[src/rtl/ifid_stage.sv]
// ifid_stage: IF/ID pipeline register with valid/ready handshake and a
// one-entry skid buffer (two entries total), synchronous flush, and decoded
// register/immediate field outputs.
// Optional feature macro: IFID_BUBBLE_COUNT_EN adds the bubble_cnt output,
// a saturating count of cycles where decode was ready but had nothing valid.
module ifid_stage #(
    parameter int IW = 32,
    parameter int AW = 32
) (
    input  logic          clk,
    input  logic          rst_n,
    input  logic          in_valid,
    output logic          in_ready,
    input  logic [IW-1:0] in_instr,
    input  logic [AW-1:0] in_pcplus4,
    input  logic          flush,
    output logic          out_valid,
    input  logic          out_ready,
    output logic [IW-1:0] out_instr,
    output logic [AW-1:0] out_pcplus4,
    output logic [15:0]   out_imm,
    output logic [4:0]    out_rs,
    output logic [4:0]    out_rt,
    output logic [4:0]    out_rd
`ifdef IFID_BUBBLE_COUNT_EN
    ,
    output logic [15:0]   bubble_cnt
`endif
);

    typedef enum logic [1:0] {
        ST_EMPTY = 2'd0,
        ST_FULL  = 2'd1,
        ST_SKID  = 2'd2
    } state_t;

    state_t        r_state;
    state_t        w_next_state;
    logic          r_in_ready;
    logic [IW-1:0] r_main_instr;
    logic [AW-1:0] r_main_pc;
    logic [IW-1:0] r_skid_instr;
    logic [AW-1:0] r_skid_pc;

    logic w_accept;
    logic w_transfer;
    logic w_out_valid;
    logic w_load_main_in;
    logic w_load_main_skid;
    logic w_load_skid;

    // out_valid comes straight from the state register, so in_valid has no
    // combinational path to it; in_ready is a register of its own.
    assign w_out_valid = (r_state != ST_EMPTY);
    assign w_accept    = in_valid & r_in_ready;
    assign w_transfer  = w_out_valid & out_ready;

    // Next-state and data-load selection; flush overrides every other event.
    always_comb begin
        // NOTE: every signal gets a default first so no path leaves it unassigned (no latch).
        w_next_state     = r_state;
        w_load_main_in   = 1'b0;
        w_load_main_skid = 1'b0;
        w_load_skid      = 1'b0;
        case (r_state)
            ST_EMPTY: begin
                if (w_accept) begin
                    w_next_state   = ST_FULL;
                    w_load_main_in = 1'b1;
                end
            end
            ST_FULL: begin
                if (w_accept && w_transfer) begin
                    w_load_main_in = 1'b1;
                end else if (w_accept) begin
                    w_next_state = ST_SKID;
                    w_load_skid  = 1'b1;
                end else if (w_transfer) begin
                    w_next_state = ST_EMPTY;
                end
            end
            ST_SKID: begin
                if (w_transfer) begin
                    w_next_state     = ST_FULL;
                    w_load_main_skid = 1'b1;
                end
            end
            default: begin
                w_next_state = ST_EMPTY;
            end
        endcase
        if (flush) begin
            // Only the valid state is dropped; data registers keep stale contents.
            w_next_state     = ST_EMPTY;
            w_load_main_in   = 1'b0;
            w_load_main_skid = 1'b0;
            w_load_skid      = 1'b0;
        end
    end

    // State register and registered in_ready derived from the next state.
    always_ff @(posedge clk or negedge rst_n) begin
        // NOTE: sequential state uses non-blocking assignments so all registers update together.
        if (!rst_n) begin
            r_state    <= ST_EMPTY;
            r_in_ready <= 1'b1;
        end else begin
            r_state    <= w_next_state;
            r_in_ready <= (w_next_state != ST_SKID);
        end
    end

    // Main and skid data registers; loaded only on the selected events.
    always_ff @(posedge clk or negedge rst_n) begin
        // NOTE: these data registers are reset because zero contents after reset are part of the contract.
        if (!rst_n) begin
            r_main_instr <= '0;
            r_main_pc    <= '0;
            r_skid_instr <= '0;
            r_skid_pc    <= '0;
        end else begin
            if (w_load_main_in) begin
                r_main_instr <= in_instr;
                r_main_pc    <= in_pcplus4;
            end else if (w_load_main_skid) begin
                r_main_instr <= r_skid_instr;
                r_main_pc    <= r_skid_pc;
            end
            if (w_load_skid) begin
                r_skid_instr <= in_instr;
                r_skid_pc    <= in_pcplus4;
            end
        end
    end

`ifdef IFID_BUBBLE_COUNT_EN
    logic [15:0] r_bubble_cnt;

    // Saturating count of cycles where decode was ready but nothing was valid.
    always_ff @(posedge clk or negedge rst_n) begin
        if (!rst_n) begin
            r_bubble_cnt <= '0;
        end else if (out_ready && !w_out_valid && (r_bubble_cnt != 16'hFFFF)) begin
            r_bubble_cnt <= r_bubble_cnt + 16'd1;
        end
    end

    assign bubble_cnt = r_bubble_cnt;
`endif

    assign in_ready    = r_in_ready;
    assign out_valid   = w_out_valid;
    assign out_instr   = r_main_instr;
    assign out_pcplus4 = r_main_pc;
    assign out_imm     = r_main_instr[15:0];
    assign out_rs      = r_main_instr[25:21];
    assign out_rt      = r_main_instr[20:16];
    assign out_rd      = r_main_instr[15:11];

endmodule

[config.mk]
export PLATFORM = sky130hd
export DESIGN_NAME = ifid_stage
export DESIGN_NICKNAME = d
export VERILOG_FILES = /design/src/rtl/ifid_stage.sv
export SDC_FILE = /design/constraint.sdc
export NUM_CORES = 1
export LEC_CHECK = 0
export CAP_MARGIN = 10
export CORE_ASPECT_RATIO = 1.25
export CORE_MARGIN = 2
export CORE_UTILIZATION = 35
export CTS_CLUSTER_DIAMETER = 100
export DETAILED_ROUTE_END_ITERATION = 7
export GPL_TIMING_DRIVEN = 0
export HOLD_SLACK_MARGIN = 0.15
export MAX_ROUTING_LAYER = met4
export PLACE_DENSITY = 0.65
export SYNTH_ARGS = -nofsm -noshare
export SYNTH_HDL_FRONTEND = slang
export SYNTH_SLANG_ARGS = --single-unit
[constraint.sdc]
create_clock -name clk -period 1.59 [get_ports clk]
set_input_delay 0.318 -clock clk [delete_from_list [all_inputs] [get_ports clk]]
set_output_delay 0.318 -clock clk [all_outputs]
set_load 0.1 [all_outputs]
# Word-level counts from Yosys, hierarchy flattened
# Index checks and enable logic that the tools add are counted.
[word_totals]
register_bits = 131
input_bits = 69
out_inout_bits = 97
elab_cells = 36
[op_classes]
n_eq_ne = 3
n_mux = 21
n_bitwise = 2
n_reduce_logical = 4
[op_table]
columns = ["op", "n"]
rows = [
  ["$mux W32", 4],
  ["$mux W2", 6],
  ["$mux W1", 9],
  ["$pmux W2 S3", 1],
  ["$reduce_bool A2 Y1", 2],
  ["$and A1 B1 Y1", 2],
  ["$eq A2 B1 Y1 const B", 1],
  ["$eq A2 B2 Y1 const B", 1],
  ["$logic_not A2 Y1", 1],
  ["$ne A2 B2 Y1 const B", 1],
  ["$pmux W1 S2", 1],
  ["$logic_and A1 B1 Y1", 1],
]

# Logic depth before layout (Yosys ltp)
[depth]
depth_word = 8
mapped_depth = 5
mapped_depth_nobuf = 3

# Least setup slack after synthesis
# Ideal clock, no wire load.
[synth_timing]
path_kind = "reg2reg"
from = "register r_in_ready, in the netlist in_ready"
to = "register r_skid_instr[0]"
arrival_ns = 1.865
path_slack_ns = -0.400
path_stages_with_launch = 6
path_buffers = 2
cell_sequence = "dfstp_2 and4bb_4 nand2_1 buf_4 buf_6 mux2_4"
[synth_between]
elab_chain_cells = 5
[synth_lines]
columns = ["item", "line_no", "source"]
rows = [
  ["start, declared", "39", "logic r_in_ready;"],
  ["start signal, assigned", "109", "r_in_ready <= (w_next_state != ST_SKID);"],
  ["$and A1 B1 Y1 *", "55", "assign w_accept = in_valid & r_in_ready;"],
  ["$mux W1 or $logic_and A1 B1 Y1 (tied branches)", "75, 73", ""],
  ["$mux W1 *", "73", "if (w_accept && w_transfer) begin"],
  ["$mux W1 *", "65", "case (r_state)"],
  ["$mux W1 *", "92", "if (flush) begin"],
  ["end signal, assigned", "130", "r_skid_instr <= in_instr;"],
  ["end, declared", "42", "logic [IW-1:0] r_skid_instr;"],
]
# Every way passes the cells marked *; elsewhere a longest branch is shown, timed or not.
# A chain may end at the register's enable or synchronous reset.

# Final worst setup path
[layout_timing]
from = "register r_in_ready, in the netlist in_ready"
to = "register r_skid_instr[3]"
# Same word-level chain as after synthesis.

==> results_dict.tcl <==
set metrics [dict create \
    fin_cells 817 \
    coreArea_um2 16100 \
    n_antenna_cell 0 \
    crit_chain "and4bb_4 -> nand2_4 -> buf_12 -> buf_12 -> mux2_4" \
    die_x_um 118 \
    setup_violations 129 \
    dr_total_vias 3974 \
    cts_tree "yes" \
    portBuffers 165 \
    placed_area_um2 7750 \
    pre_cts_ws_ns -0.720 \
    finalCritPeriodShare 1.09 \
    ioPinCount 166 \
    clk_latency_ns 0.41 \
    regToRegStartpoint "in_ready$_DFF_PN1_" \
    drtIter0Drc 269 \
    ys_ff_latch 131 \
    violations "setup timing" \
    layout_min_cycle_time_ns 1.73 \
    tns_ns -10.98 \
    fmax_mhz 578 \
    htreeDepth 4 \
    critPathCaptureType "register" \
    hold_viol_final 0 \
    rr_endpoint "r_skid_instr[3]$_DFFE_PN0P_" \
    clockBufferDepth 2 \
    worst-setup-path-type "reg -> reg" \
    antenna_found_initial 0 \
    crit_family "flip-flops" \
    nFillCells 1489 \
    slew_violations 0 \
    crit_path_max_incr_delay_ns 0.63 \
    crit_arrival_ns 2.02 \
    yosys_warnings 0 \
    cts_made_buffers 17 \
    fin_nets 657 \
    via_per_inst 4.86 \
    drv_cap 0 \
    finClkSkew_ns 0.00867 \
    slew_headroom 0.663 \
    yosys.cell_types.count 24 \
    start_util 0.355 \
    holdWs_ns 0.416 \
    critical_path_buf_inv_count 2 \
    cp_data_required_time_ns 1.88 \
    overflow 0 \
    fin_ws_ns -0.141 \
    hold_class "in -> async" \
    synth_nets 467 \
    worstMarginPinSlew_ns 0.506 \
    leakage_nw 3.89 \
    postRouteAntennaNets 0 \
    place.gp.congestion 0.774 \
    grt_start_max_net_pins 80 \
    final_common_cell "dfrtp_1" \
    rr_worst_depth 5 \
    die_y_um 147 \
    post-route-drc-count 0 \
    final_util 0.499 \
    syn_inst 398 \
    finish.instance_area_um2 8050 \
    dp.cells 780 \
    synth_area_um2 5730 \
    crit_path_top_delay_cell "dfstp_4" \
    p_per_area_nw_per_um2 1710 \
    cp_common_cell "buf_12" \
    place_hpwl_um 9690 \
    layout_common_cells "104 x dfrtp_1, 68 x buf_4, 67 x clkdlybuf4s50_1, 65 x and2_1, 64 x a221o_1" \
    worstPathMaxFanout 10 \
    totalWireLength_um 14200 \
    max-vdd-ir-drop_mv 0.642 \
    wl_per_cell_um 17.4 \
    drt_pass1_iterations 4 \
    rrSetupSlack_ns -0.14 \
    die-area_um2 17400 \
    grt_pass1_vias 4323 \
    cts_root_buffer "clkbuf_16" \
    cts.clk_slew.worst_paths_ns 0.06 \
    rsz0062_at_grt "yes" \
    outcome "complete, but fails checks" \
    synthToLayoutAreaGrowth_pct 40.5 \
    num_rows 52 \
    drive_gt1_frac 0.478 \
    worstSetupStartpointType "register" \
    power.total_mw 13.8 \
    grt_pass1_wl_um 23300 \
    ys_seq_area_frac 0.572 \
    track_usage 0.173 \
    clock_sinks 131 \
    syn_area_per_cell_um2 14.4 \
]
[repair_timing]
| item | 4_1_cts | 5_1_grt |
|---|---|---|
| resized for setup | 546 | 3 |
| hold buffers | 1 | 0 |
| setup buffers | 4 | 0 |
| setup endpoints to repair | 219 | 132 |
| pin swaps | 1 | 0 |
| hold endpoints to repair | 52 | 0 |
[layer usage]
metal / routed length [um] / GRT usage / vias to the layer above
met5: 0 / - / -
li1: - / - / 1809
met1: 6200 / 0.216 / 2026
met2: 7100 / 0.275 / 121
met4: 183 / 0.0518 / 0
met3: 725 / 0.0474 / 18
[worst max path at each step]
stage	depth (start not counted)	slack, ns	endpoint	startpoint
6_report	5	-0.14	r_skid_instr[3]$_DFFE_PN0P_	in_ready$_DFF_PN1_
5_1_grt	5	-0.18	r_skid_pc[25]$_DFFE_PN0P_	in_ready$_DFF_PN1_
4_1_cts	5	-0.14	r_skid_pc[25]$_DFFE_PN0P_	in_ready$_DFF_PN1_
3_5_place_dp	5	-0.72	out_pcplus4[25]$_DFFE_PN0P_	flush
3_3_place_gp	1	-5.33	out_instr[6]$_DFFE_PN0P_	rst_n
2_1_floorplan	5	-0.25	r_skid_instr[0]$_DFFE_PN0P_	in_ready$_DFF_PN1_
[registers in the layout (all words and copies together), names as in the netlist]
name          cells
in_ready          1
out_instr        32
out_pcplus4      32
r_skid_instr     32
r_skid_pc        32
r_state           2
[layout make-up]
| cell class | count | area (um2) | area share |
|---|---|---|---|
| clock buffers | 24 | 512 | 0.0635 |
| clock inverters | 8 | 50.0 | 0.00621 |
| flip-flops and latches | 131 | 3320 | 0.412 |
| repair buffers | 171 | 1340 | 0.166 |
| multi-input cells | 208 | 2040 | 0.253 |
| well taps | 216 | 270 | 0.0336 |
| plain buffers | 58 | 529 | 0.0657 |
| inverters | 1 | 3.75 | 0.000466 |
[cells in the mapped netlist]
master,n,share of area
o21a_1,1,0.0013
nor2_1,1,0.00065
mux2_2,26,0.051
nand2b_1,1,0.0011
inv_1,1,0.00065
dfrtp_1,130,0.57
and2_1,65,0.071
clkbuf_1,6,0.0039
nand2_1,2,0.0013
and4bb_1,1,0.0022
buf_2,9,0.0079
buf_4,32,0.042
nor4b_1,1,0.0015
a221o_1,64,0.11
dfstp_2,1,0.0046
or2_2,1,0.0011
o21ai_0,2,0.0017
a21oi_2,1,0.0015
nor2b_1,1,0.0011
mux2_4,38,0.10
a211oi_1,1,0.0013
buf_6,11,0.022
and4bb_4,1,0.0028
and3_1,1,0.0011
[cells by family (layout without fill, tap and decap cells)]
kind of cell           Yosys count  count (layout)  share of synthesized area
AO/OA/AOI/OAI                   69              69                      0.118
buffers and inverters           59             262                     0.0759
flip-flops                     131             131                      0.572
multiplexers                    64              64                      0.151
AND/OR/NAND/NOR                 75              75                     0.0838
[worst reg2reg max path, cell delays in order (launching register included)]
cell,delay (ns)
dfstp_4,0.63
and4bb_4,0.29
nand2_4,0.07
buf_12,0.16
buf_12,0.15
mux2_4,0.31
[where the power goes]
part | switching, mW | internal [mW]
clock network | 1.42 | 2.23
registers | 0.448 | 4.14
logic | 4.03 | 1.54
total | 5.90 | 7.91
No activity file was read; power rests on OpenSTA's default activity.
==> variant: new RTL, config.mk and constraints unchanged <==
Encoding of `state_t`: now one-hot (3 bits for 3 states).
--- a/src/rtl/ifid_stage.sv
+++ b/src/rtl/ifid_stage.sv
@@ -28,10 +28,10 @@
 `endif
 );
 
-    typedef enum logic [1:0] {
-        ST_EMPTY = 2'd0,
-        ST_FULL  = 2'd1,
-        ST_SKID  = 2'd2
+    typedef enum logic [2:0] {
+        ST_EMPTY = 3'b001,
+        ST_FULL  = 3'b010,
+        ST_SKID  = 3'b100
     } state_t;
 
     state_t        r_state;
Formal check against the unedited RTL: no difference found for any inputs over 4 cycles, from zero or initial values and one cycle with rst_n low; so few cycles prove little.
==> variant against the unedited design <==
- the flow still finishes with violations (setup timing)
- setup slack got worse by 0.15 ns
- synthesized cell count rose by 18%
- largest cell class unchanged
- final cell count rose by 13%
- routed wire length rose by 16%
- die area rose by 0.70%
- final area rose by 17%
- combinational power rose by 3%
- first-iteration DRC count fell by 38%
- sequential power fell by 8.9%
- area after synthesis rose by 0.72%
- via count rose by 12%
- total power rose by 1.8%
- critical path type unchanged
- sequential cell count rose by 1
- largest power group unchanged
==> variant: results <==
[worst_setup_path]
arrival_ns = 2.22
cp_max_fo = 5
crit_slowest_cell = "dfstp_2"
cpPeakStageDelay_ns = 0.59
path_delay_family = "buffers and inverters"

[global_route]
grt_pass1_wl_mm = 26.2
antenna_found_initial = 0
grt_usage_pct = 19.7
grt_max_degree = 73
grt_pass1_vias = 4827

[synth]
synth-seq-area-share_pct = 57.2
synthMuxAreaShare_pct = 23.6
synthTopCellsByArea = "dfrtp_1 56%, mux2_2 12%, mux2i_1 11%, buf_4 4.8%, o21ai_0 4.6%"
ys_ff_latch = 132
synth-xor-area-share_pct = 0
synthesis.nets = 538
yosysUniqueCellTypes = 28
synth_compound_area_share_pct = 6.61
avgSynthCellArea_sq_um = 12.3
synthArstFlopShare_pct = 100
synthTopCellsByCount = "130 x dfrtp_1, 66 x nand2_1, 64 x mux2i_1, 60 x mux2_2, 53 x o21ai_0"

[layout]
fillers = 1343
clkbuf_count = 19
buf_share_pct = 27.7
clk_share_pct = 6.60
multi_input_area_share_pct = 27.4
seq_area_sq_um = 3340
drive_gt1_share_pct = 55.8
nets = 766
multi_input_cells = 278
final_cells = 926
final_area_sq_um = 9460

[power_and_ir_drop]
p_leak_nw = 4.51
comb_power_mw = 5.76
powerDensity_nw_per_um2 = 1490
p_sw_mw = 6.20
ir_worst_vdd_mv = 0.836

[timing]
fin_skew_ns = 0.00914
setup_viol = 124
worst_slew_pin_slew_ns = 0.581
fin_setup_tns_ns = -21.46
fin_ws_ns = -0.287

[drt]
drt_iter0_markers = 167
vias = 4460
wl_mm = 16.4

[cts]
clock_latency_ns = 0.42

[placed_design]
dp_hpwl_mm = 9.91
gp_congestion = 0.742
dp_cells = 851
place_ws_ns = -0.721

[status]
violations = "setup timing"
outcome = "finished with violations"
[variant: changes by cell type in the layout (fill, tap and decap cells not counted), moves of 22 or more]
cell     unedited run  this run
mux2_2             26         0
nand2_2             0        32
nand2_1             1        23
and2_1             65         0
mux2i_1             0        64
a221o_1            64         0
o21ai_1             0        38
o21ai_2             0        22
mux2_4             38        64
[variant: path summary, 6_finish.rpt]
path / startpoint / endpoint / slack [ns] / depth (start not counted)
worst max-delay path: r_state[0] / out_pcplus4[21] / -0.29 / 9
worst min-delay path: rst_n / r_skid_instr[15] / 0.44 / 2
worst max register to register: r_state[0] / out_pcplus4[21] / -0.29 / 9
worst min register to register: r_skid_pc[0] / r_skid_pc[0] / 0.51 / 1
max in group asynchronous: rst_n / in_ready / 0.37 / 3
min in group clk: in_pcplus4[3] / out_pcplus4[3] / 0.47 / 3
[variant: worst register-to-register path: stages, from the launching register on]
cell and delay [ns]:
dfstp_2 0.59, nand2b_4 0.09, a2111oi_4 0.35, buf_4 0.18
buf_6 0.13, buf_12 0.12, buf_12 0.11, buf_8 0.12
nand2_1 0.05, o21ai_1 0.07
[variant: what timing repair did]
item	4_1_cts	5_1_grt
setup endpoints to repair	225	137
resized for setup	701	111
endpoints found under the hold margin	60	0
pin swaps	9	21
buffers inserted	32	9
hold buffers	1	0
gates cloned	14	2
[variant: layer usage]
| layer | GRT usage, % | share of wire (%) | wire length (um) | up-vias |
|---|---|---|---|---|
| met5 | - | 0 | 0 | - |
| met4 | 7.14 | 2.2 | 367 | 0 |
| met3 | 4.44 | 3.5 | 572 | 28 |
| met2 | 32.9 | 53 | 8670 | 107 |
| met1 | 23.3 | 42 | 6820 | 2260 |
| li1 | - | - | - | 2065 |
